File: config.mk
export PLATFORM = sky130hd
export DESIGN_NAME = mem_arbiter
export DESIGN_NICKNAME = d
export VERILOG_FILES = /design/src/rtl/mem_arbiter_pkg.sv /design/src/rtl/mem_arbiter.sv
export SDC_FILE = /design/constraint.sdc
export NUM_CORES = 1
export LEC_CHECK = 0
export CORE_MARGIN = 2
export CORE_UTILIZATION = 48
export CTS_BUF_LIST = sky130_fd_sc_hd__clkbuf_4 sky130_fd_sc_hd__clkbuf_8
export DETAILED_ROUTE_END_ITERATION = 16
export HOLD_SLACK_MARGIN = 0.03
export PLACE_DENSITY_LB_ADDON = 0.25
export SETUP_SLACK_MARGIN = 0.15
export SLEW_MARGIN = 20
export SYNTH_ARGS = -nofsm -noshare
export SYNTH_HDL_FRONTEND = slang
export SYNTH_SLANG_ARGS = --single-unit
File: constraint.sdc
create_clock -name clk -period 4.5 [get_ports clk]
set_input_delay 0.45 -clock clk [delete_from_list [all_inputs] [get_ports clk]]
set_output_delay 0.45 -clock clk [all_outputs]
set_load 0.01 [all_outputs]
File: src/rtl/mem_arbiter_pkg.sv
`default_nettype none
// ============================================================================
// Module      : mem_arbiter_pkg
// Description : Shared widths and FSM state encoding for mem_arbiter.
//               AW = address width (all address arithmetic wraps mod 2**AW),
//               DW = memory data width (fetch response is 2*DW).
// Revision    : 1.0 - initial release
// ============================================================================
package mem_arbiter_pkg;

    localparam int AW = 16;
    localparam int DW = 8;

    typedef enum logic [2:0] {
        ST_IDLE   = 3'd0,
        ST_F_LO   = 3'd1,
        ST_F_HI   = 3'd2,
        ST_F_WAIT = 3'd3,
        ST_D_ACC  = 3'd4,
        ST_D_WAIT = 3'd5
    } state_t;

endpackage
`default_nettype wire

File: src/rtl/mem_arbiter.sv
`default_nettype none
// ============================================================================
// Module      : mem_arbiter
// Description : Shares a single-port byte memory between the instruction
//               fetch port (16-bit little-endian op fetch, two byte reads)
//               and the data load/store port.
// Config      : MEM_ARB_RR_EN defined   -> round-robin on request conflict
//               MEM_ARB_RR_EN undefined -> data port always wins a conflict
// Ports       : clk, rst_n (sync, active low)
//               if_req_valid/if_req_ready/if_addr      fetch request
//               if_rsp_valid/if_rsp_data               fetch response pulse
//               d_req_valid/d_req_ready/d_we/d_addr/d_wdata  data request
//               d_rsp_valid/d_rsp_data                 load data / store ack
//               mem_en/mem_we/mem_addr/mem_wdata/mem_rdata   memory side
//               busy                                   FSM not idle
// Revision    : 1.0 - initial release
// ============================================================================
module mem_arbiter
    import mem_arbiter_pkg::*;
(
    input  logic              clk,
    input  logic              rst_n,
    input  logic              if_req_valid,
    output logic              if_req_ready,
    input  logic [AW-1:0]     if_addr,
    output logic              if_rsp_valid,
    output logic [2*DW-1:0]   if_rsp_data,
    input  logic              d_req_valid,
    output logic              d_req_ready,
    input  logic              d_we,
    input  logic [AW-1:0]     d_addr,
    input  logic [DW-1:0]     d_wdata,
    output logic              d_rsp_valid,
    output logic [DW-1:0]     d_rsp_data,
    output logic              mem_en,
    output logic              mem_we,
    output logic [AW-1:0]     mem_addr,
    output logic [DW-1:0]     mem_wdata,
    input  logic [DW-1:0]     mem_rdata,
    output logic              busy
);

    state_t          r_state;
    state_t          w_next;
    logic [AW-1:0]   r_addr;
    logic            r_we;
    logic [DW-1:0]   r_wdata;
    logic [DW-1:0]   r_lo;
    logic            w_grant_f;
    logic            w_grant_d;

`ifdef MEM_ARB_RR_EN
    // 1 = fetch was the last port granted; cleared so fetch wins the first conflict
    logic            r_last_f;
`endif

    // Grant logic: only in IDLE, at most one port granted
    always_comb begin
        w_grant_f = 1'b0;
        w_grant_d = 1'b0;
        if (r_state == ST_IDLE) begin
            if (if_req_valid && d_req_valid) begin
`ifdef MEM_ARB_RR_EN
                w_grant_f = !r_last_f;
                w_grant_d = r_last_f;
`else
                w_grant_d = 1'b1;
`endif
            end else begin
                w_grant_f = if_req_valid;
                w_grant_d = d_req_valid;
            end
        end
    end

    assign if_req_ready = w_grant_f;
    assign d_req_ready  = w_grant_d;
    assign busy         = (r_state != ST_IDLE);

    // State register
    always_ff @(posedge clk) begin
        if (!rst_n) begin
            r_state <= ST_IDLE;
        end else begin
            r_state <= w_next;
        end
    end

    // Next state and memory strobes; mem_* stay zero outside access states
    always_comb begin
        w_next    = r_state;
        mem_en    = 1'b0;
        mem_we    = 1'b0;
        mem_addr  = '0;
        mem_wdata = '0;
        case (r_state)
            ST_IDLE: begin
                if (w_grant_f) begin
                    w_next = ST_F_LO;
                end else if (w_grant_d) begin
                    w_next = ST_D_ACC;
                end
            end
            ST_F_LO: begin
                mem_en   = 1'b1;
                mem_addr = r_addr;
                w_next   = ST_F_HI;
            end
            ST_F_HI: begin
                mem_en   = 1'b1;
                mem_addr = r_addr + AW'(1);   // wraps FFFF -> 0000
                w_next   = ST_F_WAIT;
            end
            ST_F_WAIT: begin
                w_next = ST_IDLE;
            end
            ST_D_ACC: begin
                mem_en    = 1'b1;
                mem_we    = r_we;
                mem_addr  = r_addr;
                mem_wdata = r_we ? r_wdata : '0;
                // Stores complete here; loads need one more cycle for read data
                w_next    = r_we ? ST_IDLE : ST_D_WAIT;
            end
            ST_D_WAIT: begin
                w_next = ST_IDLE;
            end
            default: begin
                w_next = ST_IDLE;
            end
        endcase
    end

    // Request capture and response registers
    always_ff @(posedge clk) begin
        if (!rst_n) begin
            r_addr       <= '0;
            r_we         <= 1'b0;
            r_wdata      <= '0;
            r_lo         <= '0;
            if_rsp_valid <= 1'b0;
            if_rsp_data  <= '0;
            d_rsp_valid  <= 1'b0;
            d_rsp_data   <= '0;
`ifdef MEM_ARB_RR_EN
            r_last_f     <= 1'b0;
`endif
        end else begin
            if_rsp_valid <= 1'b0;
            d_rsp_valid  <= 1'b0;

            if (w_grant_f) begin
                r_addr <= if_addr;
                r_we   <= 1'b0;
            end else if (w_grant_d) begin
                r_addr  <= d_addr;
                r_we    <= d_we;
                r_wdata <= d_wdata;
            end

`ifdef MEM_ARB_RR_EN
            if (w_grant_f || w_grant_d) begin
                r_last_f <= w_grant_f;
            end
`endif

            case (r_state)
                ST_F_HI: begin
                    // Read data of the low-byte access issued in F_LO
                    r_lo <= mem_rdata;
                end
                ST_F_WAIT: begin
                    if_rsp_data  <= {mem_rdata, r_lo};
                    if_rsp_valid <= 1'b1;
                end
                ST_D_ACC: begin
                    if (r_we) begin
                        d_rsp_valid <= 1'b1;
                    end
                end
                ST_D_WAIT: begin
                    d_rsp_data  <= mem_rdata;
                    d_rsp_valid <= 1'b1;
                end
                default: begin
                end
            endcase
        end
    end

endmodule
`default_nettype wire

==> results.tsv <==
metric	value	unit
Final Slew Violations	0	
Power Density	445	nW/um2
clk sinks	62	
Tcrit/Tclk final	73.6	%
Synth Cell Area	2970	um2
IO Pins	108	
ant diodes	0	
post-CTS setup buffers	0	
worst skew pair latency	0.34	ns
Vias per Instance	5.45	
CTS Buf Count	9	
Post-Syn Nets	440	
vias in the first global route	2730	
CTS root buf	clkbuf_8	
CP max stage delay	0.82	ns
pin slew with the least headroom to its limit	1.08	ns
Worst path top cell family by delay	simple AND/OR/NAND/NOR gates	
Routed Antenna Nets	0	
Buf/Inv on CP	2	
total iterations of the first detailed-routing run	4	
sequential element share of the synthesized area	41.8	%
Max Cap Viol	0	
aggregate global-route resource usage	25.0	%
drt wl/cell	14.5	um
DR DRC count	0	
Die Ht	82.6	um
Final Critical Period	3.31	ns
Fmax achieved	302	MHz
critical path data arrival time	2.86	ns
Final Wtd Congestion	0.881	
Async SR Flop Fraction	0	%
post-CTS resize count	0	
Starting DRT DRC Count	216	
worst setup path class	register to primary output	
CTS HTree Levels	3	
Worst setup EP type	primary output	
layout cell share with drive strength beyond 1	4.54	%
syn avg cell area	7.69	um2
Fin. Hold Viols	0	
core area	5960	um2
Yosys cell types	38	
Top FF cell, synth	dfxtp_1	
Setup WS post-layout	1.19	ns
total congestion overflow	0	
Clk pin slew, worst setup/hold paths	0.07	ns
global-route wire length before repair	12.9	mm
CP startpoint kind	register	
worst path required time	4.05	ns
CTS tree	built	
crit-path cells	nor3b_2 > buf_4 > nand4_1 > o21ai_0 > clkdlybuf4s50_1	
leading cell types in the layout, fill and taps excluded	nand2_1 (110), clkdlybuf4s50_1 (107), dfxtp_1 (62), o21ai_0 (32), a21boi_0 (32)	
Area Growth Syn to Fin	43.4	%
Syn Inst Count	386	
slowest CP cell	nor3b_2	
PortBufs	107	
Die W	82.6	um
FF+latch count, synth	62	
outcome	complete, no violations	
final setup fails	0	
initial core utilization	49.8	%
Die ar.	6830	um2
Row Count	28	
worst-path maximum fanout	16	
VDD IR max	0.000296	V
via count	3053	
layout net count	534	
total negative slack	0	ns
pre-CTS setup slack	1.57	ns
RSZ-0062 raised after global routing	no	
CTS Buffer Depth	2	
Post-synth EDFFs	0	
Synthesis Warnings	0	
most common cell after layout, fill and taps aside	nand2_1	
static leakage power	1.55	nW
fillcell total	473	
Min-Delay Path Class	register to register	
Routed WL	8.11	mm
largest net degree at the start of global routing	35	
Clock Skew	0.00811	ns
# hold bufs at CTS	0	
initial antenna violation count	0	
DP HPWL	5.84	mm
Slew HR	28.0	%
[worst reg2reg max path: cells and delay by family (launching register included)]
family          cells  cell delay [ns]
compound gates      2             0.56
flops               1             0.44
simple gates        2             1.12
[final cells by class]
| cell class | count | area (um2) | share of cell area [%] |
|---|---|---|---|
| clock inverters | 6 | 85.1 | 2.00 |
| well taps | 75 | 93.8 | 2.21 |
| clock buffers | 10 | 138 | 3.24 |
| inverters | 8 | 30.0 | 0.706 |
| multi-input cells | 289 | 1570 | 37.0 |
| flip-flops and latches | 62 | 1240 | 29.2 |
| repair buffers | 110 | 1090 | 25.7 |
[layer usage]
metal	up-vias	global-route usage (%)	share of wire (%)
met5	-	0	0
met4	0	7.54	1.0
met3	8	9.46	9.0
met2	121	38.5	47
met1	1407	32.4	43
li1	1517	-	-
[path summary, 6_finish.rpt]
kind / from / to / slack, ns / cells past startpoint
worst max-delay path: r_state[1] / mem_addr[5] / 1.19 / 5
worst min-delay path: r_wdata[4] / r_wdata[4] / 0.46 / 2
worst max register to register: r_state[0] / r_addr[3] / 2.21 / 4
worst min register to register: r_wdata[4] / r_wdata[4] / 0.46 / 2
[flip-flops by register name, indices dropped and copies added (netlist names)]
register      flops
if_rsp_data      16
r_wdata           8
d_rsp_data        8
if_rsp_valid      1
d_rsp_valid       1
r_addr           16
r_we              1
r_state           3
r_lo              8
[stage by stage]
step	cells	util [%]	total power [W]	area [um2]	hold WS, ns
6_report	560	71.4	0.00189	4250	0.463
3_3_place_gp	544	67.7	0.00134	4030	0.445
4_1_cts	560	71.4	0.00190	4250	0.465
5_1_grt	560	71.4	0.00202	4250	0.484
2_1_floorplan	386	-	0.00110	2970	0.439
3_5_place_dp	544	67.7	0.00136	4030	0.456
[synthesized netlist by cell type, types with 3 or more instances]
cell,count,area share (%)
nand2_1,110,14
dfxtp_1,62,42
a21boi_0,32,8.1
o21ai_0,32,5.4
a31oi_1,24,5.1
clkbuf_1,15,1.9
nor2b_1,10,2.1
a21oi_1,9,1.5
and2_1,9,1.9
buf_2,9,1.5
mux2i_1,8,2.7
nand4_1,8,1.7
inv_1,7,0.89
and3_1,6,1.3
nand3_1,5,0.84
nor2_1,5,0.63
buf_4,3,0.76
nand2b_1,3,0.63
nor3_1,3,0.51
or3_1,3,0.63
[kinds of logic after synthesis]
group | count (synthesis) | synth area share, %
AO/OA/AOI/OAI | 106 | 22.4
XOR/XNOR | 2 | 0.591
adder cells (fa/ha/maj) | 1 | 0.422
buffers and inverters | 35 | 5.19
flip-flops | 62 | 41.8
multiplexers | 8 | 2.70
AND/OR/NAND/NOR | 172 | 26.9
[power breakdown]
group          switching (W)  internal (W)  total (W)
Clock               0.000214      0.000325   0.000538
Sequential          0.000114      0.000628   0.000742
Combinational       0.000327      0.000287   0.000614
Total               0.000654       0.00124    0.00189
Note: power is estimated with default switching activity, not from simulation.
